<file path="config.mk">
export PLATFORM = sky130hd
export DESIGN_NAME = esp_boot_seq
export DESIGN_NICKNAME = d
export VERILOG_FILES = /design/src/rtl/esp_boot_pkg.sv /design/src/rtl/esp_boot_seq_act_stretch.sv /design/src/rtl/esp_boot_seq.sv
export SDC_FILE = /design/constraint.sdc
export NUM_CORES = 1
export LEC_CHECK = 0
export ABC_AREA = 1
export CORE_MARGIN = 2
export CORE_UTILIZATION = 35
export CTS_CLUSTER_DIAMETER = 60
export DETAILED_ROUTE_END_ITERATION = 8
export PLACE_DENSITY = 0.56
export SETUP_SLACK_MARGIN = 0.4
export SKIP_CTS_REPAIR_TIMING = 1
export SLEW_MARGIN = 20
export SYNTH_ARGS = -nofsm -noshare
export SYNTH_HDL_FRONTEND = slang
export SYNTH_HIERARCHICAL = 1
export SYNTH_SLANG_ARGS = --single-unit
export TNS_END_PERCENT = 20
</file>
<file path="constraint.sdc">
create_clock -name clk -period 2.2 [get_ports clk]
set_clock_uncertainty 0.15 [all_clocks]
set_input_delay 0.22 -clock clk [delete_from_list [all_inputs] [get_ports clk]]
set_output_delay 0.22 -clock clk [all_outputs]
set_load 0.005 [all_outputs]
</file>
<file path="src/rtl/esp_boot_pkg.sv">
// Shared state encoding, default 12 MHz cycle counts and a small constant helper
// for the ESP8266 boot sequencer.
package esp_boot_pkg;

    typedef enum logic [1:0] {
        RST_ASSERT = 2'b00,
        BOOT_WAIT  = 2'b01,
        RUN        = 2'b10
    } boot_state_e;

    localparam int unsigned DEF_RST_LOW_CYCLES   = 1200;
    localparam int unsigned DEF_BOOT_WAIT_CYCLES = 1200000;
    localparam int unsigned DEF_BREAK_CYCLES     = 240000;
    localparam int unsigned DEF_ACT_CYCLES       = 600000;

    function automatic int unsigned max_u(input int unsigned a, input int unsigned b);
        return (a > b) ? a : b;
    endfunction

endpackage

</file>
<file path="src/rtl/esp_boot_seq_act_stretch.sv">
// Activity stretcher: led is high while line is low and for CYCLES cycles after
// the last low sample; cleared and idle whenever en is low.
module act_stretch
    import esp_boot_pkg::*;
#(
    parameter int unsigned CYCLES = DEF_ACT_CYCLES
) (
    input  logic clk,
    input  logic rst,
    input  logic en,
    input  logic line,
    output logic led
);

    localparam int unsigned CW = $clog2(CYCLES + 1);

    logic [CW-1:0] cnt_q, cnt_d;
    logic          led_q, led_d;

    always_comb begin
        // NOTE: every always_comb output gets a default first, so no path can infer a latch.
        cnt_d = cnt_q;
        led_d = 1'b0;
        if (!en) begin
            cnt_d = '0;
        end else if (!line) begin
            cnt_d = CW'(CYCLES);
            led_d = 1'b1;
        end else if (cnt_q != '0) begin
            cnt_d = cnt_q - CW'(1);
            led_d = 1'b1;
        end
    end

    always_ff @(posedge clk) begin
        if (rst) begin
            cnt_q <= '0;
            led_q <= 1'b0;
        end else begin
            cnt_q <= cnt_d;
            led_q <= led_d;
        end
    end

    assign led = led_q;

endmodule

</file>
<file path="src/rtl/esp_boot_seq.sv">
// ESP8266 reset/boot sequencer with a gated UART bridge and activity LEDs.
// Optional: define ESP_BREAK_RESET_EN to re-run the reset on a long host break.
module esp_boot_seq
    import esp_boot_pkg::*;
#(
    parameter int unsigned RST_LOW_CYCLES   = DEF_RST_LOW_CYCLES,
    parameter int unsigned BOOT_WAIT_CYCLES = DEF_BOOT_WAIT_CYCLES,
    parameter int unsigned BREAK_CYCLES     = DEF_BREAK_CYCLES,
    parameter int unsigned ACT_CYCLES       = DEF_ACT_CYCLES
) (
    input  logic       clk,
    input  logic       rst,
    input  logic       req_reset,
    input  logic       host_txd,
    input  logic       esp_txd_in,
    output logic       esp_rxd_out,
    output logic       host_rxd_out,
    output logic       esp_reset_n,
    output logic       esp_gpio2,
    output logic       bridge_en,
    output logic       led_tx,
    output logic       led_rx,
    output logic [1:0] state_o
);

    localparam logic [1:0] ST_RST  = RST_ASSERT;
    localparam logic [1:0] ST_BOOT = BOOT_WAIT;
    localparam logic [1:0] ST_RUN  = RUN;

    localparam int unsigned CNT_W = $clog2(max_u(RST_LOW_CYCLES, BOOT_WAIT_CYCLES) + 1);

    if (RST_LOW_CYCLES == 0 || BOOT_WAIT_CYCLES == 0 || BREAK_CYCLES == 0 || ACT_CYCLES == 0)
    begin : g_param_check
        $error("esp_boot_seq: cycle parameters must be non-zero");
    end

    logic             host_meta_q, host_sync_q;
    logic             esp_meta_q, esp_sync_q;
    logic [1:0]       state_q, state_d;
    logic [CNT_W-1:0] cnt_q, cnt_d;
    logic             esp_reset_n_q, esp_reset_n_d;
    logic             bridge_en_q, bridge_en_d;
    logic             esp_rxd_q, esp_rxd_d;
    logic             host_rxd_q, host_rxd_d;
    logic             break_hit;

`ifdef ESP_BREAK_RESET_EN
    localparam int unsigned BRK_W = $clog2(BREAK_CYCLES + 1);

    logic [BRK_W-1:0] brk_cnt_q, brk_cnt_d;
    logic             break_armed_q, break_armed_d;

    assign break_hit = (state_q == ST_RUN) && break_armed_q && !host_sync_q &&
                       (brk_cnt_q == BRK_W'(BREAK_CYCLES - 1));

    // Arming needs a high sample in RUN, so a line still low after a reset cannot retrigger.
    always_comb begin
        brk_cnt_d     = '0;
        break_armed_d = 1'b0;
        if (state_q == ST_RUN && state_d == ST_RUN) begin
            if (host_sync_q) begin
                break_armed_d = 1'b1;
            end else if (break_armed_q) begin
                break_armed_d = 1'b1;
                brk_cnt_d     = brk_cnt_q + BRK_W'(1);
            end
        end
    end

    always_ff @(posedge clk) begin
        if (rst) begin
            brk_cnt_q     <= '0;
            break_armed_q <= 1'b0;
        end else begin
            brk_cnt_q     <= brk_cnt_d;
            break_armed_q <= break_armed_d;
        end
    end
`else
    assign break_hit = 1'b0;
`endif

    always_comb begin
        state_d = state_q;
        cnt_d   = cnt_q + CNT_W'(1);
        case (state_q)
            ST_RST: begin
                if (cnt_q == CNT_W'(RST_LOW_CYCLES - 1)) begin
                    state_d = ST_BOOT;
                    cnt_d   = '0;
                end
            end
            ST_BOOT: begin
                if (cnt_q == CNT_W'(BOOT_WAIT_CYCLES - 1)) begin
                    state_d = ST_RUN;
                    cnt_d   = '0;
                end
            end
            ST_RUN: begin
                cnt_d = '0;
            end
            default: begin
                state_d = ST_RST;
                cnt_d   = '0;
            end
        endcase

        if (req_reset || break_hit) begin
            state_d = ST_RST;
            cnt_d   = '0;
        end

        // Outputs follow the next state so they change on the same edge as state_o.
        esp_reset_n_d = (state_d != ST_RST);
        bridge_en_d   = (state_d == ST_RUN);
        esp_rxd_d     = bridge_en_d ? host_sync_q : 1'b1;
        host_rxd_d    = bridge_en_d ? esp_sync_q  : 1'b1;
    end

    always_ff @(posedge clk) begin
        // NOTE: sequential state uses non-blocking assignments so every flop samples pre-edge values.
        if (rst) begin
            host_meta_q   <= 1'b1;
            host_sync_q   <= 1'b1;
            esp_meta_q    <= 1'b1;
            esp_sync_q    <= 1'b1;
            state_q       <= ST_RST;
            cnt_q         <= '0;
            esp_reset_n_q <= 1'b0;
            bridge_en_q   <= 1'b0;
            esp_rxd_q     <= 1'b1;
            host_rxd_q    <= 1'b1;
        end else begin
            host_meta_q   <= host_txd;
            host_sync_q   <= host_meta_q;
            esp_meta_q    <= esp_txd_in;
            esp_sync_q    <= esp_meta_q;
            state_q       <= state_d;
            cnt_q         <= cnt_d;
            esp_reset_n_q <= esp_reset_n_d;
            bridge_en_q   <= bridge_en_d;
            esp_rxd_q     <= esp_rxd_d;
            host_rxd_q    <= host_rxd_d;
        end
    end

    act_stretch #(.CYCLES(ACT_CYCLES)) u_led_tx (
        .clk  (clk),
        .rst  (rst),
        .en   (bridge_en_d),
        .line (host_sync_q),
        .led  (led_tx)
    );

    act_stretch #(.CYCLES(ACT_CYCLES)) u_led_rx (
        .clk  (clk),
        .rst  (rst),
        .en   (bridge_en_d),
        .line (esp_sync_q),
        .led  (led_rx)
    );

    assign esp_rxd_out  = esp_rxd_q;
    assign host_rxd_out = host_rxd_q;
    assign esp_reset_n  = esp_reset_n_q;
    assign esp_gpio2    = 1'b1;
    assign bridge_en    = bridge_en_q;
    assign state_o      = state_q;

endmodule
</file>
# ---- Word level (Yosys, flattened, before mapping)
# Index checks and enable logic that the tools add are counted.
dict set report op_classes {
  n_eq_ne 7
  n_addsub 3
  n_bitwise 3
  n_mux 15
  n_reduce_logical 8
}
# operator n
set op_table {}
lappend op_table {{$mux 20} 4}
lappend op_table {{$mux 21} 2}
lappend op_table {{$pmux 21 s2} 1}
lappend op_table {{$reduce_bool 20->1} 2}
lappend op_table {{$sub 20x1->20 const B} 2}
lappend op_table {{$add 21x1->21 const B} 1}
lappend op_table {{$eq 21x11->1 const B} 1}
lappend op_table {{$eq 21x21->1 const B} 1}
lappend op_table {{$mux 2} 3}
lappend op_table {{$pmux 2 s3} 1}
lappend op_table {{$reduce_or 3->1} 2}
lappend op_table {{$eq 2x2->1 const B} 2}
lappend op_table {{$mux 1} 4}
lappend op_table {{$ne 2x1->1 const B} 2}
lappend op_table {{$reduce_or 2->1} 2}
lappend op_table {{$not 1->1} 3}
lappend op_table {{$eq 2x1->1 const B} 1}
lappend op_table {{$logic_not 2->1} 1}
lappend op_table {{$reduce_bool 2->1} 1}
dict set report totals {
  out_inout_bits 9
  inputBits 5
  register_bits 73
}

# ---- Depth between registers and ports, before layout
dict set report logic_depth {
  word_depth 7
  depth_mapped 10
  mapped_depth_nobuf 10
}

# ---- Hierarchy
# Netlist, hierarchy kept.
# mod seq_area_each_um2 n_inst area_each_um2 cells_per_inst
set by_module_without_submodules {}
lappend by_module_without_submodules {act_stretch 420.4 2 1291.2 174}
lappend by_module_without_submodules {esp_boot_seq 620.6 1 1480.2 214}

# ---- Least setup slack after synthesis
# OpenSTA, ideal clock, no wires.
dict set report synth_timing {
  path_type {register to register}
  from {register, netlist name cnt_q[0]}
  to {register u_led_rx.cnt_q[1]}
  setup_time_ns 0.080
  synth_period_minus_slack_ns 1.938
  slack_ns 0.262
  arrival_ns 1.708
  path_stages_with_launch 10
  path_buffers 0
  required_ns 1.970
  cell_sequence {dfxtp_1 -> ha_1 -> nand3_2 -> nor2_1 -> nand4_1 -> a21oi_1 -> inv_1 -> nor2_1 -> nand2_1 -> nor3b_1}
}
# element line_no
set synth_lines {}
lappend synth_lines {{end signal: assignment} esp_boot_seq_act_stretch.sv:40} ;# cnt_q <= cnt_d;
lappend synth_lines {{end: declaration} esp_boot_seq_act_stretch.sv:17} ;# logic [CW-1:0] cnt_q, cnt_d;

==> impl_metrics.sql <==
INSERT INTO impl_metrics (metric_group, metric, value, unit) VALUES
('run_status', 'outcome', 'finished clean', ''),
('grt', 'grt_max_degree', '22', ''),
('placement', 'pre_cts_slack', '160', 'ps'),
('cts', 'clock_tree.root_cell', 'sky130_fd_sc_hd__clkbuf_16', ''),
('timing', 'rsz_0062_raised_after_global_routing', 'true', ''),
('floorplan', 'die_width', '112', 'um'),
('grt', 'globalRouteTotalUtil', '15.3', '%'),
('synthesis', 'synthDominantCellAreaShare', '36.0', '%'),
('synthesis', 'synth_async_reset_ratio', '0', '%'),
('timing', 'timing.final.setup_violations', '0', ''),
('cts', 'clk-insertion-delay-late', '330', 'ps'),
('synthesis', 'dominant_cell_by_count_in_the_synthesized_netlist', 'sky130_fd_sc_hd__nand2_1', ''),
('worst_setup_path', 'crit_family', 'simple AND/OR/NAND/NOR gates', ''),
('grt', 'grt_pass1_vias', '3307', ''),
('layout', 'syn_to_final_growth', '18.6', '%'),
('layout', 'finish.net_count', '597', ''),
('floorplan', 'fp.coreArea', '0.0114', 'mm2'),
('synthesis', 'ys_seq_elements', '73', ''),
('routing', 'detail_route.wirelength', '8.86', 'mm'),
('worst_setup_path', 'cp-end-kind', 'register', ''),
('worst_setup_path', 'timing.critical_path.arrival', '2000', 'ps'),
('worst_setup_path', 'critical_path.startpoint_type', 'register', ''),
('hold_path', 'worstHoldPathType', 'reg2reg', ''),
('cts', 'worst_setup_hold_path_clk_slew', '60', 'ps'),
('routing', 'drt-wirelength-per-cell', '12.1', 'um'),
('timing', 'finalWorstSetupSlack', '309', 'ps'),
('synthesis', 'synth_area_leader_cell', 'sky130_fd_sc_hd__dfxtp_1', ''),
('worst_setup_path', 'critical_path.max_stage_delay', '380', 'ps'),
('worst_setup_path', 'critPathKind', 'reg2reg', ''),
('synthesis', 'netlist-cell-type-count', '34', ''),
('layout', 'drive_gt1_share', '24.7', '%'),
('power', 'ir_worst_vdd', '0.394', 'mV'),
('floorplan', 'chipHeight', '112', 'um'),
('synthesis', 'number_of_enable_type_register_cells_in_the_synthesized_netlist', '0', ''),
('floorplan', 'initial_utilization', '35.7', '%'),
('timing', 'finalMaxSlewViolations', '0', ''),
('routing', 'first_pass_iters', '4', ''),
('synthesis', 'syn_nets', '572', ''),
('synthesis', 'synthesis.yosys.warnings', '6', ''),
('cts', 'tritoncts', 'yes', ''),
('synthesis', 'syn_inst', '562', ''),
('cts', 'numCtsBuffers', '9', ''),
('worst_setup_path', 'critical_path.cell_chain', 'nand4_1, nor2_4, nand4_1, a21oi_2, inv_2, nor2_4, buf_12, nand3_2, a21oi_1', ''),
('routing', 'drc', '0', ''),
('timing', 'setup_tns', '0', 'ps'),
('worst_setup_path', 'path_max_fanout', '5', ''),
('worst_setup_path', 'crit_path_top_delay_cell', 'sky130_fd_sc_hd__dfxtp_2', ''),
('synthesis', 'synth_commonest_cells', '123 x sky130_fd_sc_hd__nand2_1, 115 x sky130_fd_sc_hd__nor2_1, 73 x sky130_fd_sc_hd__dfxtp_1', ''),
('routing', 'dr_total_vias', '3441', ''),
('cts', 'clock_sink_count', '73', ''),
('timing', 'final_min_period_over_clock_period', '85.9', '%'),
('timing', 'slew_headroom', '57.7', '%'),
('timing', 'timing_worst_slew_pin_value', '633', 'ps'),
('synthesis', 'synth_sequential_area_ratio', '36.0', '%'),
('power', 'pwr-share-comb', '1.1', '%'),
('layout', 'antenna_cells', '0', ''),
('layout', 'fill_cells', '1144', ''),
('cts', 'cts_max_level', '3', ''),
('synthesis', 'synth.top_cells.by_area', 'sky130_fd_sc_hd__dfxtp_1 36%, sky130_fd_sc_hd__nand2_1 11%, sky130_fd_sc_hd__nor2_1 11%, sky130_fd_sc_hd__nand3_1 4.3%, sky130_fd_sc_hd__xnor2_1 4.1%', ''),
('power', 'internal-power', '2220', 'uW'),
('floorplan', 'core_rows', '39', ''),
('power', 'sw_frac_of_total', '21.4', '%'),
('power', 'share_of_total_power_in_sequential_cells', '47.3', '%'),
('synthesis', 'most_instantiated_flip_flop_cell_in_the_synthesis_netlist', 'sky130_fd_sc_hd__dfxtp_1', ''),
('power', 'p_leak', '0.00195', 'uW'),
('worst_setup_path', 'cp.required', '2310', 'ps'),
('placement', 'port_buffers', '12', ''),
('power', 'power.density_cell_area', '586', 'mW/mm2'),
('power', 'power_switching', '603', 'uW'),
('placement', 'gp_routability_congestion', '0.830', ''),
('floorplan', 'design.portCount', '14', '');
[per-stage QoR]
stage / total power (uW) / cells / util (%) / hold WS, ps / instance area (um2)
floorplan: 1380 / 562 / - / 174 / 4090
global placement: 1400 / 712 / 38.2 / 244 / 4350
detailed placement: 1400 / 712 / 38.2 / 249 / 4350
CTS: 2870 / 728 / 40.8 / 268 / 4640
global route: 2950 / 735 / 42.4 / 282 / 4820
finish: 2820 / 735 / 42.4 / 267 / 4820
[power by group through the flow]
stage | sequential, uW | combinational [uW] | clock, uW
after floorplan | 1360 | 22.9 | 0
after global placement | 1360 | 32.0 | 0
after detailed placement | 1360 | 32.1 | 0
after CTS | 1330 | 32.2 | 1500
after global routing | 1340 | 36.9 | 1580
final | 1340 | 31.9 | 1460
[cell families (layout without fill, tap and decap cells)]
family	Yosys count	count (layout)	share of synthesized area, %
buffers and inverters	56	85	6.01
and+or+nand+nor	367	368	45.5
xor gates and xnor gates	31	31	6.68
other	1	1	0.0923
DFF	73	73	36.0
AOI/OAI and AO/OA	29	29	4.25
adders and majority gates	5	5	1.54
[path summary, 6_finish.rpt]
check             start                 end  slack [ps]  depth (start not counted)
max reg2reg    cnt_q[9]  u_led_rx/cnt_q[17]         310                          9
max            cnt_q[9]  u_led_rx/cnt_q[17]         310                          9
min          esp_meta_q          esp_sync_q         270                          1
min reg2reg  esp_meta_q          esp_sync_q         270                          1
[layout by cell type (no fill, tap or decap), drive strengths merged, types with 12 or more instances in the layout]
cell / instances
nand2: 149
nor2: 141
dfxtp: 73
inv: 50
nand3: 40
a21oi: 23
xnor2: 19
nand4: 13
xor2: 12
clkdlybuf4s50: 12
[per-layer routing]
| metal | routed length, um | global-route usage (%) |
|---|---|---|
| met1 | 4360 | 20.1 |
| met2 | 4150 | 25.1 |
| met3 | 256 | 3.81 |
| met4 | 90 | 4.44 |
| met5 | 0 | 0 |
[sequential cells by signal (all words and copies together) (netlist names), 2 cells and up]
signal	count
state_o	2
u_led_rx/cnt_q	20
u_led_tx/cnt_q	20
cnt_q	21
[area by class of cell]
| type | instances | area [um2] | share of cell area [%] |
|---|---|---|---|
| Timing Repair inverter | 1 | 5.00 | 0.104 |
| Clock inverter | 6 | 66.3 | 1.38 |
| Sequential cell | 73 | 1480 | 30.7 |
| Tap cell | 143 | 179 | 3.71 |
| Timing Repair Buffer | 19 | 185 | 3.84 |
| Clock buffer | 10 | 229 | 4.75 |
| Multi-Input combinational cell | 434 | 2480 | 51.5 |
| Inverter | 49 | 194 | 4.02 |
Note: power is estimated with default switching activity, not from simulation.
